File: config.mk
export PLATFORM = sky130hd
export DESIGN_NAME = mod_updown_counter
export DESIGN_NICKNAME = d
export VERILOG_FILES = /design/src/rtl/mod_updown_counter.sv
export SDC_FILE = /design/constraint.sdc
export NUM_CORES = 1
export LEC_CHECK = 0
export BUFFER_PORTS_ARGS = -buffer_cell sky130_fd_sc_hd__buf_4
export CAP_MARGIN = 20
export CORE_AREA = 4 4 41 43
export DETAILED_ROUTE_END_ITERATION = 10
export DIE_AREA = 0 0 45 47
export GPL_ROUTABILITY_DRIVEN = 0
export PLACE_DENSITY = 0.55
export RECOVER_POWER = 50
export SLEW_MARGIN = 20
export SYNTH_ARGS = -nofsm -noshare
export SYNTH_HDL_FRONTEND = slang
export SYNTH_SLANG_ARGS = --single-unit
export TNS_END_PERCENT = 10
File: constraint.sdc
create_clock -name clk -period 1.45 [get_ports clk]
set_input_delay 0.145 -clock clk [delete_from_list [all_inputs] [get_ports clk]]
set_output_delay 0.145 -clock clk [all_outputs]
set_load 0.05 [all_outputs]
File: src/rtl/mod_updown_counter.sv
// mod_updown_counter: synchronous modulo-MODULUS up/down counter.
//   - Parallel load takes priority over counting. An out-of-range load saturates
//     to MODULUS-1 and flags load_err for one cycle.
//   - tc is combinational and is high in the cycle whose edge produces a wrap.
//   - wrap is a registered one-cycle pulse that follows that edge.
// Optional feature: define MOD_COUNTER_STICKY_OVF_EN to add the ovf_clr and
// ovf_sticky ports and the sticky overflow flag behind them.
// Parameter legality: WIDTH >= 1, 2 <= MODULUS <= 2**WIDTH, RST_VAL < MODULUS.
module mod_updown_counter #(
  parameter int WIDTH   = 3,
  parameter int MODULUS = 8,
  parameter int RST_VAL = 0
) (
  input  logic             clk,
  input  logic             rst,
  input  logic             en,
  input  logic             up,
  input  logic             load,
  input  logic [WIDTH-1:0] load_val,
  output logic [WIDTH-1:0] cnt,
  output logic             tc,
  output logic             wrap,
  output logic             load_err
`ifdef MOD_COUNTER_STICKY_OVF_EN
  ,
  input  logic             ovf_clr,
  output logic             ovf_sticky
`endif
);

  // Every compare and every next-state value is one bit wider than cnt. With
  // this width, MODULUS = 2**WIDTH stays representable and cannot overflow.
  localparam logic [WIDTH:0]   MOD_X = (WIDTH+1)'(MODULUS);
  localparam logic [WIDTH:0]   TOP_X = (WIDTH+1)'(MODULUS - 1);
  localparam logic [WIDTH:0]   ONE_X = (WIDTH+1)'(1);
  localparam logic [WIDTH-1:0] RST_V = WIDTH'(RST_VAL);

  logic [WIDTH:0] cnt_x;
  logic [WIDTH:0] load_x;
  logic [WIDTH:0] nxt_x;
  logic           at_top;
  logic           at_bot;
  logic           load_ok;
  logic           wrap_nxt;
  logic           err_nxt;
  logic           unused_msb;

  assign cnt_x   = {1'b0, cnt};
  assign load_x  = {1'b0, load_val};
  assign at_top  = (cnt_x == TOP_X);
  assign at_bot  = (cnt_x == '0);
  assign load_ok = (load_x < MOD_X);

  // Terminal count: this cycle's edge will wrap if it counts.
  assign tc = en & ~load & (up ? at_top : at_bot);

  // Next-state selection: load beats count, and count beats hold.
  always_comb begin
    // NOTE: every output of this block gets a default first, so no path leaves
    // a value unassigned and no latch is inferred.
    nxt_x    = cnt_x;
    wrap_nxt = 1'b0;
    err_nxt  = 1'b0;
    if (load) begin
      if (load_ok) begin
        nxt_x = load_x;
      end else begin
        nxt_x   = TOP_X;
        err_nxt = 1'b1;
      end
    end else if (en) begin
      if (up) begin
        nxt_x    = at_top ? '0 : (cnt_x + ONE_X);
        wrap_nxt = at_top;
      end else begin
        nxt_x    = at_bot ? TOP_X : (cnt_x - ONE_X);
        wrap_nxt = at_bot;
      end
    end
  end

  // The top bit of nxt_x is always zero, because every selected value is < MODULUS.
  assign unused_msb = nxt_x[WIDTH];

  // Count register and one-cycle status pulses, with asynchronous reset.
  always_ff @(posedge clk or posedge rst) begin
    // NOTE: state registers use non-blocking assignments. All flops then update
    // together and do not depend on the order of the statements.
    if (rst) begin
      cnt      <= RST_V;
      wrap     <= 1'b0;
      load_err <= 1'b0;
    end else begin
      cnt      <= nxt_x[WIDTH-1:0];
      wrap     <= wrap_nxt;
      load_err <= err_nxt;
    end
  end

`ifdef MOD_COUNTER_STICKY_OVF_EN
  // Sticky overflow flag: a wrap sets it and ovf_clr clears it. When both
  // occur on the same edge, the set wins.
  always_ff @(posedge clk or posedge rst) begin
    if (rst) begin
      ovf_sticky <= 1'b0;
    end else if (wrap_nxt) begin
      ovf_sticky <= 1'b1;
    end else if (ovf_clr) begin
      ovf_sticky <= 1'b0;
    end
  end
`endif

endmodule
* Word-level counts from Yosys, hierarchy flattened *
Index checks and enable logic that the tools add are counted.

word-level totals
  logic and storage cells = 23
  output and inout port bits = 6
  register bits after elaboration = 5
  bits of input ports = 8

operators by class
  reduce and logical (&&, ||, !) cells = 2
  bitwise operators = 3
  magnitude comparators = 1
  $add $sub $neg = 2
  multiplexer cells = 11
  equality and inequality tests = 1

operators by type and width
  operator                                                                       count
  3-bit two-way mux                                                              6
  1-bit two-way mux                                                              5
  4-bit zero test                                                                1
  3-bit by 4-bit less-than comparator with 1-bit output (second input constant)  1
  3-bit by 1-bit adder with 3-bit output (second input constant)                 1
  3-bit == test (second input constant)                                          1
  3-bit by 1-bit subtractor with 3-bit output (second input constant)            1
  1-bit AND                                                                      2
  2-bit nonzero test                                                             1
  1-bit NOT                                                                      1

* Longest topological paths before layout *
Gate-level depths: netlist (run 1).

  depth in word-level cells = 5
  mapped depth = 5
  gate-level depth less buffers = 5

* Least setup slack after synthesis (run 1) *
OpenSTA, ideal clock, no wires.

  kind = register to output
  from = register cnt[0]
  to = output tc
  arrival = 2.268 ns
  slack = -0.963 ns
  stages on the path, launching flop included = 6
  path buffers = 0
  cells stage by stage = dfrtp_1 -> inv_1 -> ha_1 -> nor3b_1 -> a21oi_1 -> nor3b_1

on the way
  word-level cells in the longest chain between the ends = 3
  elaborated cells on any way between the ends = 4
  classes of those cells = 1 x eq/ne; 1 x mux; 1 x bitwise; 1 x reduce/logical

ends and longest elaborated chain
  what                                              line    text
  from (decl)                                       20      output logic [WIDTH-1:0] cnt,
  from (signal assigned)                            94      cnt <= nxt_x[WIDTH-1:0];
  3-bit == test or 4-bit zero test (tied branches)  50, 51
  1-bit two-way mux (*)                             55      assign tc = en & ~load & (up ? at_top : at_bot);
  1-bit AND (*)                                     55
  to (decl)                                         21      output logic tc,

Every way passes the cells marked *; elsewhere a longest branch is shown, timed or not.

* Worst setup path after layout (run 1) *
  from = register cnt[1]
  to = output tc

Same word-level chain as after synthesis.

==> results of run 1 <==
-- power by group --
group	internal, mW	leakage, nW	switching, mW
Combinational	0.100	0.174	0.119
Sequential	0.127	0.0466	0.0163
Clock	0.103	0.0150	0.0485
Total	0.330	0.236	0.184
-- synthesized netlist by cell type --
cell and number:
a21oi_1 2, a22oi_1 1, buf_4 2, conb_1 1
dfrtp_1 4, ha_1 4, inv_1 3, mux2i_1 1
nand2_1 3, nand2b_1 1, nand3b_1 1, nor2_1 1
nor3b_1 3, o21ai_0 2, o21ai_1 1, or3_1 1
xnor2_1 2
-- critical path: cells and delay by family (launching register included) --
family | cells | cell delay, ps
buffers and inverters | 2 | 260
adders and majority gates | 1 | 130
AOI/OAI and AO/OA | 1 | 70
DFF | 1 | 420
and+or+nand+nor | 2 | 340
-- per-stage QoR --
stage	power, mW	setup TNS [ps]	hold WS [ps]	area (µm²)
2_1_floorplan	0.279	-171	-89.1	334
3_3_place_gp	0.330	0	54.7	428
3_5_place_dp	0.334	0	51.3	428
4_1_cts	0.521	-176	102	497
5_1_grt	0.563	-314	98.9	504
6_report	0.514	-163	108	504
-- layout make-up --
| type | instances | area share |
|---|---|---|
| flip-flops and latches | 4 | 0.206 |
| inverters | 3 | 0.0223 |
| repair buffers | 17 | 0.258 |
| clock buffers | 4 | 0.0521 |
| multi-input cells | 24 | 0.424 |
| well taps | 15 | 0.0372 |
-- sequential cells by signal, indices dropped and copies added, names as in the netlist --
signal and count:
wrap 1, cnt 3
-- metal layers --
metal	part of all wire	wire, µm
met5	0	0
met1	0.39	273
met3	0.098	69
met4	0	0
met2	0.51	360
-- worst paths after layout --
| path | from | end | slack (ps) |
|---|---|---|---|
| min in group asynchronous | rst | cnt[0]$_DFFE_PP0P_ | 350 |
| worst min register to register | cnt[2]$_DFFE_PP0P_ | cnt[2]$_DFFE_PP0P_ | 630 |
| worst max register to register | cnt[0]$_DFFE_PP0P_ | cnt[2]$_DFFE_PP0P_ | 60 |
| worst max-delay path | cnt[1]$_DFFE_PP0P_ | tc | -160 |
| max in group asynchronous | rst | cnt[2]$_DFFE_PP0P_ | 920 |
| worst min-delay path | load_val[0] | cnt[0]$_DFFE_PP0P_ | 110 |
-- kinds of logic after synthesis --
group,after synthesis,share of synthesized area
AND/OR/NAND/NOR,10,0.193
AO/OA/AOI/OAI,6,0.109
buffers and inverters,5,0.0882
adder cells (fa/ha/maj),4,0.168
flip-flops,4,0.336
XOR/XNOR,2,0.0588
other,1,0.0126
multiplexers,1,0.0336
-- repair_timing --
| item | 4_1_cts | 5_1_grt |
|---|---|---|
| hold buffers | 1 | 0 |
| hold endpoints to repair | 4 | 0 |
| setup endpoints to repair | 1 | 2 |
| buffers inserted | 3 | 1 |
| pin swaps | 1 | 0 |
| resized for setup | 2 | 1 |
==> out/metrics.cfg, run 1 <==
[synth]
synth_nets=45
syn_avg_cell_area_um2=9.02
seq_area_frac_synth=0.336
synthCells=33
synth_area_leaders=dfrtp_1, ha_1, nor3b_1
syn_area_um2=298
synth_top_cell_by_area=dfrtp_1
ys_ff_latch=4
synth_warnings=0
yosysUniqueCellTypes=17
synth_top_area_share=0.336

[place]
post-place-ws_ps=42.7
hpwlAfterDp_um=558
dpl.cell_count=58
io_buffer_count=12

[floorplan]
die_x_um=45
core_area_um2=1300
die_h_um=47
initial_core_util=0.229
io_pins=14
dieArea_um2=2120
rows=13

[global_route]
antenna_found_initial=0
grtUsageMet2=0.138
use_met1=0.0824
grt_max_degree=10
grt_util_all_layers=0.0839
gr-total-overflow=0
busiest_layer=met2
grt_pass1_wl_um=1190
use_met3=0.0575
grt_pass1_vias=294

[timing]
timing.fmax_mhz=620
min_period_ps=1610
slew_violations=0
setup_viol=1
relSlewSlack=0.608
fin_skew_ps=10.4
fin_ws_ps=-163
finalHoldViolations=0
worst_slew_pin_slew_ps=591
rsz0062_at_grt=true
period_share=1.11

[routing]
finalWirelength_um=703
dr_total_vias=283
drt-pass1-iter-count=2
drt_iter0_drc=4
viasPerCell=4.22
ant_nets=0
route.detailed.drc=0
avgRoutedWirePerCell_um=10.5

[power]
leakage_nw=0.236
peakVddDrop_mv=0.510
p_per_area_nw_per_um2=1020

[setup_path]
end_kind=output pin
crit_path_start_kind=register
slowest_delay_ps=420
path_class=register to output pin
reg2regPathDepth=6
worstPathRequired_ps=1310
critPathArrivalTime_ps=1470
path_cells=inv_2 > ha_4 > nor3b_4 > a21oi_2 > nor3b_4 > buf_6
critPathSlowestCell=dfrtp_2
cp_common_cell=nor3b_4
cp_max_fo=3

[final_layout]
final_common_cell=buf_4
fin_cells=67
layout_common_cells=buf_4, clkbuf_4, nand2_1, ha_1, dfrtp_2
area_growth_pct=69.3
fill_cells=144
fin_nets=65
drive_gt1_frac=0.538
fin_util=0.388
seq_area_um2=104
antenna_cells=0
multi_input_area_um2=214

[clock_tree]
clock_path_buffers=2
cts_sinks=4
cts_root_buffer=clkbuf_4
clk_pin_slew_ps=40
numCtsBuffers=3
clk_latency_ps=240
cts_tree=yes
h-tree-depth=1

[status]
status=complete, but fails checks
violations=negative setup slack

[worst_hold_path]
min_delay_path_depth=3
hold_class=input pin to register

[flow_run]
drv_cap=0

No activity file was read; power rests on OpenSTA's default activity.
==> inputs of run 2 (changes only) <==
CORE_AREA = 5 5 42 44   (was 4 4 41 43)
DIE_AREA = 0 0 47 49   (was 0 0 45 47)
GPL_TIMING_DRIVEN = 0   (was unset)
SETUP_SLACK_MARGIN = 0.1   (was unset)
==> run 2 against run 1 <==
- wire length is 10% lower
- final cell count is 1.5% lower
- sequential share of layout area is 0.58 points higher
- count of clock-buffer cells in the layout stayed put
- die area is 8.9% higher
- clock power is 3% higher
- maximum frequency is 0.51% lower
- core utilization is 3.8 points lower
- sequential power hardly changed
- register-to-register slack better by 100 ps
- via count is 5.7% lower
- critical path type unchanged
- global-route usage is 1.5 points lower
- the run still ends with negative setup slack left
==> out/metrics.cfg, run 2 (same netlist as run 1, synthesis figures left out) <==
[floorplan]
die_h_um=49  ; +4.3%
dieArea_um2=2300  ; +8.9%
die_x_um=47  ; +4.4%
io_pins=14  ; unchanged
core_area_um2=1400  ; +7.7%
initial_core_util=0.213  ; -0.0163
rows=14  ; +1

[timing]
fin_ws_ps=-172  ; -8.21 ps
rsz0062_at_grt=true
period_share=1.12  ; +0.00566
worst_slew_pin_slew_ps=594  ; +3.18 ps
min_period_ps=1620  ; +8.21 ps
setup_viol=1  ; unchanged
relSlewSlack=0.605  ; -0.00211
finalHoldViolations=0  ; unchanged
slew_violations=0  ; unchanged
holdWs_ps=112  ; +3.23 ps
fin_skew_ps=4.96  ; -5.41 ps
timing.fmax_mhz=617  ; -0.51%

[final_layout]
fin_util=0.350  ; -0.0375
area_growth_pct=64.7
top_register=cnt
final_common_cell=buf_4
post-route-cell-area_um2=490  ; -2.7%
antenna_cells=0  ; unchanged
fin_nets=63  ; -3.1%
drive_gt1_frac=0.520  ; -0.0185
multi_input_area_um2=214  ; unchanged
largest_reg_flops=3  ; unchanged
seq_area_um2=104  ; unchanged
fill_cells=157  ; +9.0%
top_regs=cnt (3), wrap (1)
layout_common_cells=buf_4, clkbuf_4, nand2_1, ha_1, dfrtp_2

[global_route]
antenna_found_initial=0  ; unchanged
grt_max_degree=10  ; unchanged
grt_pass1_vias=256  ; -13%
gr-total-overflow=0  ; unchanged
grt_pass1_wl_um=1060  ; -10%
grt_util_all_layers=0.0692  ; -0.0148

[clock_tree]
cts_sinks=4  ; unchanged
h-tree-depth=1  ; unchanged
numCtsBuffers=3  ; unchanged
clock_path_buffers=2  ; unchanged
clk_latency_ps=240  ; about the same
clk_pin_slew_ps=40  ; about the same
cts_root_buffer=clkbuf_4
cts_tree=yes

[place]
post-place-ws_ps=30.2  ; -12.5 ps
placed_area_um2=437  ; +2.0%
io_buffer_count=11  ; -1

[setup_path]
end_kind=output pin
critPathArrivalTime_ps=1480  ; about the same
cp_max_fo=4  ; +1
reg2reg_slack_ps=160  ; +100 ps
worstPathRequired_ps=1310  ; about the same
crit_path_start_kind=register
path_class=register to output pin

[routing]
route.detailed.drc=0  ; unchanged
finalWirelength_um=632  ; -10%
dr_total_vias=267  ; -5.7%
drt_iter0_drc=6  ; +2
ant_nets=0  ; unchanged
viasPerCell=4.05  ; -4.2%
drt-pass1-iter-count=3  ; +1
avgRoutedWirePerCell_um=9.58  ; -8.7%

[power]
seq_power_share=0.289  ; +0.011
cell_internal_pwr_mw=0.318  ; -3.8%
peakVddDrop_mv=0.339  ; -34%
leakage_nw=0.227  ; -3.9%
comb_power_share=0.398  ; -0.028
power_switching_mw=0.181  ; -1.3%
power_mw=0.499  ; -2.9%
p_per_area_nw_per_um2=1020  ; -0.17%
p_clk_frac=0.313  ; +0.018
swShare=0.363  ; +0.00581

[worst_hold_path]
hold_class=input pin to register

[status]
violations=negative setup slack
status=complete, but fails checks

[flow_run]
drv_cap=0  ; unchanged

-- run 2: worst paths after layout --
| path | from | endpoint | depth (start not counted) |
|---|---|---|---|
| max | cnt[1]$_DFFE_PP0P_ | tc | 6 |
| min | load_val[0] | cnt[0]$_DFFE_PP0P_ | 3 |
| max reg2reg | cnt[0]$_DFFE_PP0P_ | cnt[2]$_DFFE_PP0P_ | 5 |
| min reg2reg | cnt[2]$_DFFE_PP0P_ | cnt[2]$_DFFE_PP0P_ | 2 |
| max in group asynchronous | rst | cnt[2]$_DFFE_PP0P_ | 3 |
| min in group asynchronous | rst | cnt[0]$_DFFE_PP0P_ | 3 |
-- run 2: critical path: stages (launching register included) --
cell and delay [ps]:
dfrtp_2 420, inv_2 90, ha_4 130, nor3b_4 180, a21oi_2 70, nor3b_4 170
buf_6 180
-- run 2: layout make-up --
| class | count | share of cell area |
|---|---|---|
| multi-input combinational | 24 | 0.436 |
| tap | 16 | 0.0408 |
| sequential | 4 | 0.212 |
| clock buffer | 4 | 0.0536 |
| inverter | 3 | 0.0230 |
| buffer | 2 | 0.0306 |
| timing repair buffer | 13 | 0.204 |
-- run 2: layer usage --
layer / wire length, µm / vias up / share of wire / global-route usage
met2: 291 / 11 / 0.46 / 0.0928
met3: 71 / 0 / 0.11 / 0.0701
met1: 269 / 114 / 0.43 / 0.0708
li1: - / 142 / - / -
met5: 0 / - / 0 / 0
met4: 0 / 0 / 0 / 0.0276
-- run 2: per-stage QoR --
stage                     setup TNS, ps  cells
final                              -172     66
after CTS                          -198     65
after global placement                0     60
after global routing               -276     66
after floorplan                    -171     33
after detailed placement              0     60
-- run 2: power groups by stage --
stage / registers, mW / clock network (mW) / logic, mW
after floorplan: 0.187 / 0 / 0.0917
after global placement: 0.145 / 0 / 0.185
after detailed placement: 0.146 / 0 / 0.187
after CTS: 0.146 / 0.168 / 0.194
after global routing: 0.147 / 0.178 / 0.216
final: 0.144 / 0.156 / 0.199
-- run 2: what timing repair did --
item | in CTS | in global routing
hold buffers | 1 | 0
endpoints found under the hold margin | 4 | 0
setup endpoints to repair | 1 | 2
buffers inserted | 0 | 1
resized for setup | 2 | 1
gates cloned | 0 | 0
pin swaps | 1 | 0
==> inputs of run 3 (changes only) <==
CELL_PAD_IN_SITES_DETAIL_PLACEMENT = 0   (was unset)
CELL_PAD_IN_SITES_GLOBAL_PLACEMENT = 1   (was unset)
PLACE_DENSITY = 0.68   (was 0.55)
==> run 3 against run 2 <==
- the run still ends with negative setup slack left
- wire length is 17% higher
- largest power group unchanged
- core utilization is 1.5 points higher
- clock power is 3% higher
- power up 4.9%
- register-to-register slack worse by 120 ps
- combinational power increased by 10%
- highest routed layer unchanged
- via count rose by 3.4%
==> out/metrics.cfg, run 3 (same netlist as run 1, synthesis figures left out) <==
[status]
status=complete, but fails checks
violations=negative setup slack

[global_route]
grt_pass1_wl_um=1150  ; +8.5%
grt_util_all_layers=0.0705  ; +0.00136
grt_max_degree=10  ; unchanged
grt_pass1_vias=291  ; +14%
gr-total-overflow=0  ; unchanged
antenna_found_initial=0  ; unchanged

[final_layout]
fin_util=0.365  ; +0.0152
largest_reg_flops=3  ; unchanged
layout_common_cells=buf_4, clkbuf_4, nand2_1, dfrtp_2
fill_cells=151  ; -3.8%
top_register=cnt
post-route-cell-area_um2=512  ; +4.3%
top_regs=cnt (3), wrap (1)
multi_input_area_um2=213  ; -0.58%
drive_gt1_frac=0.547  ; +0.0272
seq_area_um2=104  ; unchanged
antenna_cells=0  ; unchanged
area_growth_pct=71.8
final_common_cell=buf_4
fin_nets=66  ; +4.8%

[place]
hpwlAfterDp_um=559
placed_area_um2=437  ; unchanged
io_buffer_count=11  ; unchanged
post-place-ws_ps=28.1  ; -2.09 ps

[timing]
holdWs_ps=107  ; -4.62 ps
period_share=1.12  ; -0.00183
timing.fmax_mhz=618  ; +0.16%
min_period_ps=1620  ; -2.66 ps
setup_viol=1  ; unchanged
relSlewSlack=0.606  ; about the same
worst_slew_pin_slew_ps=594  ; -0.741 ps
fin_ws_ps=-169  ; +2.65 ps
rsz0062_at_grt=true
slew_violations=0  ; unchanged
fin_skew_ps=5.13  ; +0.173 ps
finalHoldViolations=0  ; unchanged
setup_tns_ps=-169  ; +2.65 ps

[floorplan]
core_area_um2=1400  ; unchanged
initial_core_util=0.213  ; unchanged
die_x_um=47  ; unchanged
io_pins=14  ; unchanged
die_h_um=49  ; unchanged
dieArea_um2=2300  ; unchanged
rows=14  ; unchanged

[worst_hold_path]
worst_hold_startpoint=load_val[1]
min_delay_path_depth=3  ; unchanged
hold_class=input pin to register
hold_end=cnt[1]$_DFFE_PP0P_

[routing]
ant_nets=0  ; unchanged
drt_iter0_drc=3  ; -3
finalWirelength_um=737  ; +17%
viasPerCell=4.00  ; -1.1%
dr_total_vias=276  ; +3.4%
drt-pass1-iter-count=2  ; -1
avgRoutedWirePerCell_um=10.7  ; +12%
route.detailed.drc=0  ; unchanged

[setup_path]
r2r_end=cnt[2]$_DFFE_PP0P_
crit_path_start_kind=register
r2r-start=cnt[1]$_DFFE_PP0P_
reg2reg_slack_ps=40  ; -120 ps
worstPathRequired_ps=1310  ; about the same
cp_max_fo=4  ; unchanged
critPathArrivalTime_ps=1470  ; about the same
path_class=register to output pin
reg2regPathDepth=6  ; +1
end_kind=output pin

[power]
p_per_area_nw_per_um2=1020  ; +0.52%
leakage_nw=0.239  ; +5.6%
peakVddDrop_mv=0.331  ; -2.3%

[flow_run]
drv_cap=0  ; unchanged

[clock_tree]
clk_latency_ps=240  ; about the same
clk_pin_slew_ps=50  ; about the same
h-tree-depth=1  ; unchanged
cts_tree=yes
clock_path_buffers=2  ; unchanged
numCtsBuffers=3  ; unchanged
cts_sinks=4  ; unchanged
cts_root_buffer=clkbuf_4

run 3: cell count changes in the layout (fill, tap and decap cells not counted), sizes merged:
| cell | delta |
|---|---|
| buf | +4 |
| clkbuf | -1 |
run 3: what timing repair did:
action                                  4_1_cts  5_1_grt
endpoints found under the setup margin        1        2
hold endpoints to repair                      4        0
hold buffers                                  1        0
cloned                                        0        0
setup buffers                                 3        1
resized for setup                             3        0
pin swaps                                     3        0
run 3: per-layer routing:
layer,vias to the layer above,GRT usage,routed length [µm]
met3,0,0.0221,59
met2,9,0.111,353
met1,120,0.0795,324
met5,-,0,0
li1,147,-,-
met4,0,0.0415,0
run 3: power breakdown:
group | leakage [nW] | switching, mW | internal, mW
sequential | 0.0466 | 0.0177 | 0.127
combinational | 0.178 | 0.117 | 0.102
clock | 0.0150 | 0.0563 | 0.104
run 3: how the worst max path moves through the flow:
stage | start | end | slack [ps] | cells past startpoint
after floorplan | cnt[1]$_DFFE_PP0P_ | tc | -170 | 5
after global placement | cnt[0]$_DFFE_PP0P_ | tc | 50 | 5
after detailed placement | cnt[1]$_DFFE_PP0P_ | tc | 30 | 6
after CTS | cnt[1]$_DFFE_PP0P_ | tc | -180 | 6
after global routing | cnt[1]$_DFFE_PP0P_ | tc | -270 | 6
final | cnt[1]$_DFFE_PP0P_ | tc | -170 | 6
run 3: critical path, stage by stage (launching register included):
cell and delay (ps):
dfrtp_2 430, inv_2 80, ha_4 120, nor3b_4 180, a21oi_2 70, nor3b_4 170, buf_6 180
run 3: cell type report:
cell class,instances,share of cell area
clock buffer,4,0.0513
timing repair buffer,16,0.240
sequential,4,0.203
tap,16,0.0391
multi-input combinational,24,0.416
buffer,2,0.0293
inverter,3,0.0220
run 3: through the flow:
step           power [mW]  cells
6_report            0.524     69
5_1_grt             0.555     69
4_1_cts             0.530     68
3_5_place_dp        0.336     60
3_3_place_gp        0.331     60
2_1_floorplan       0.279     33
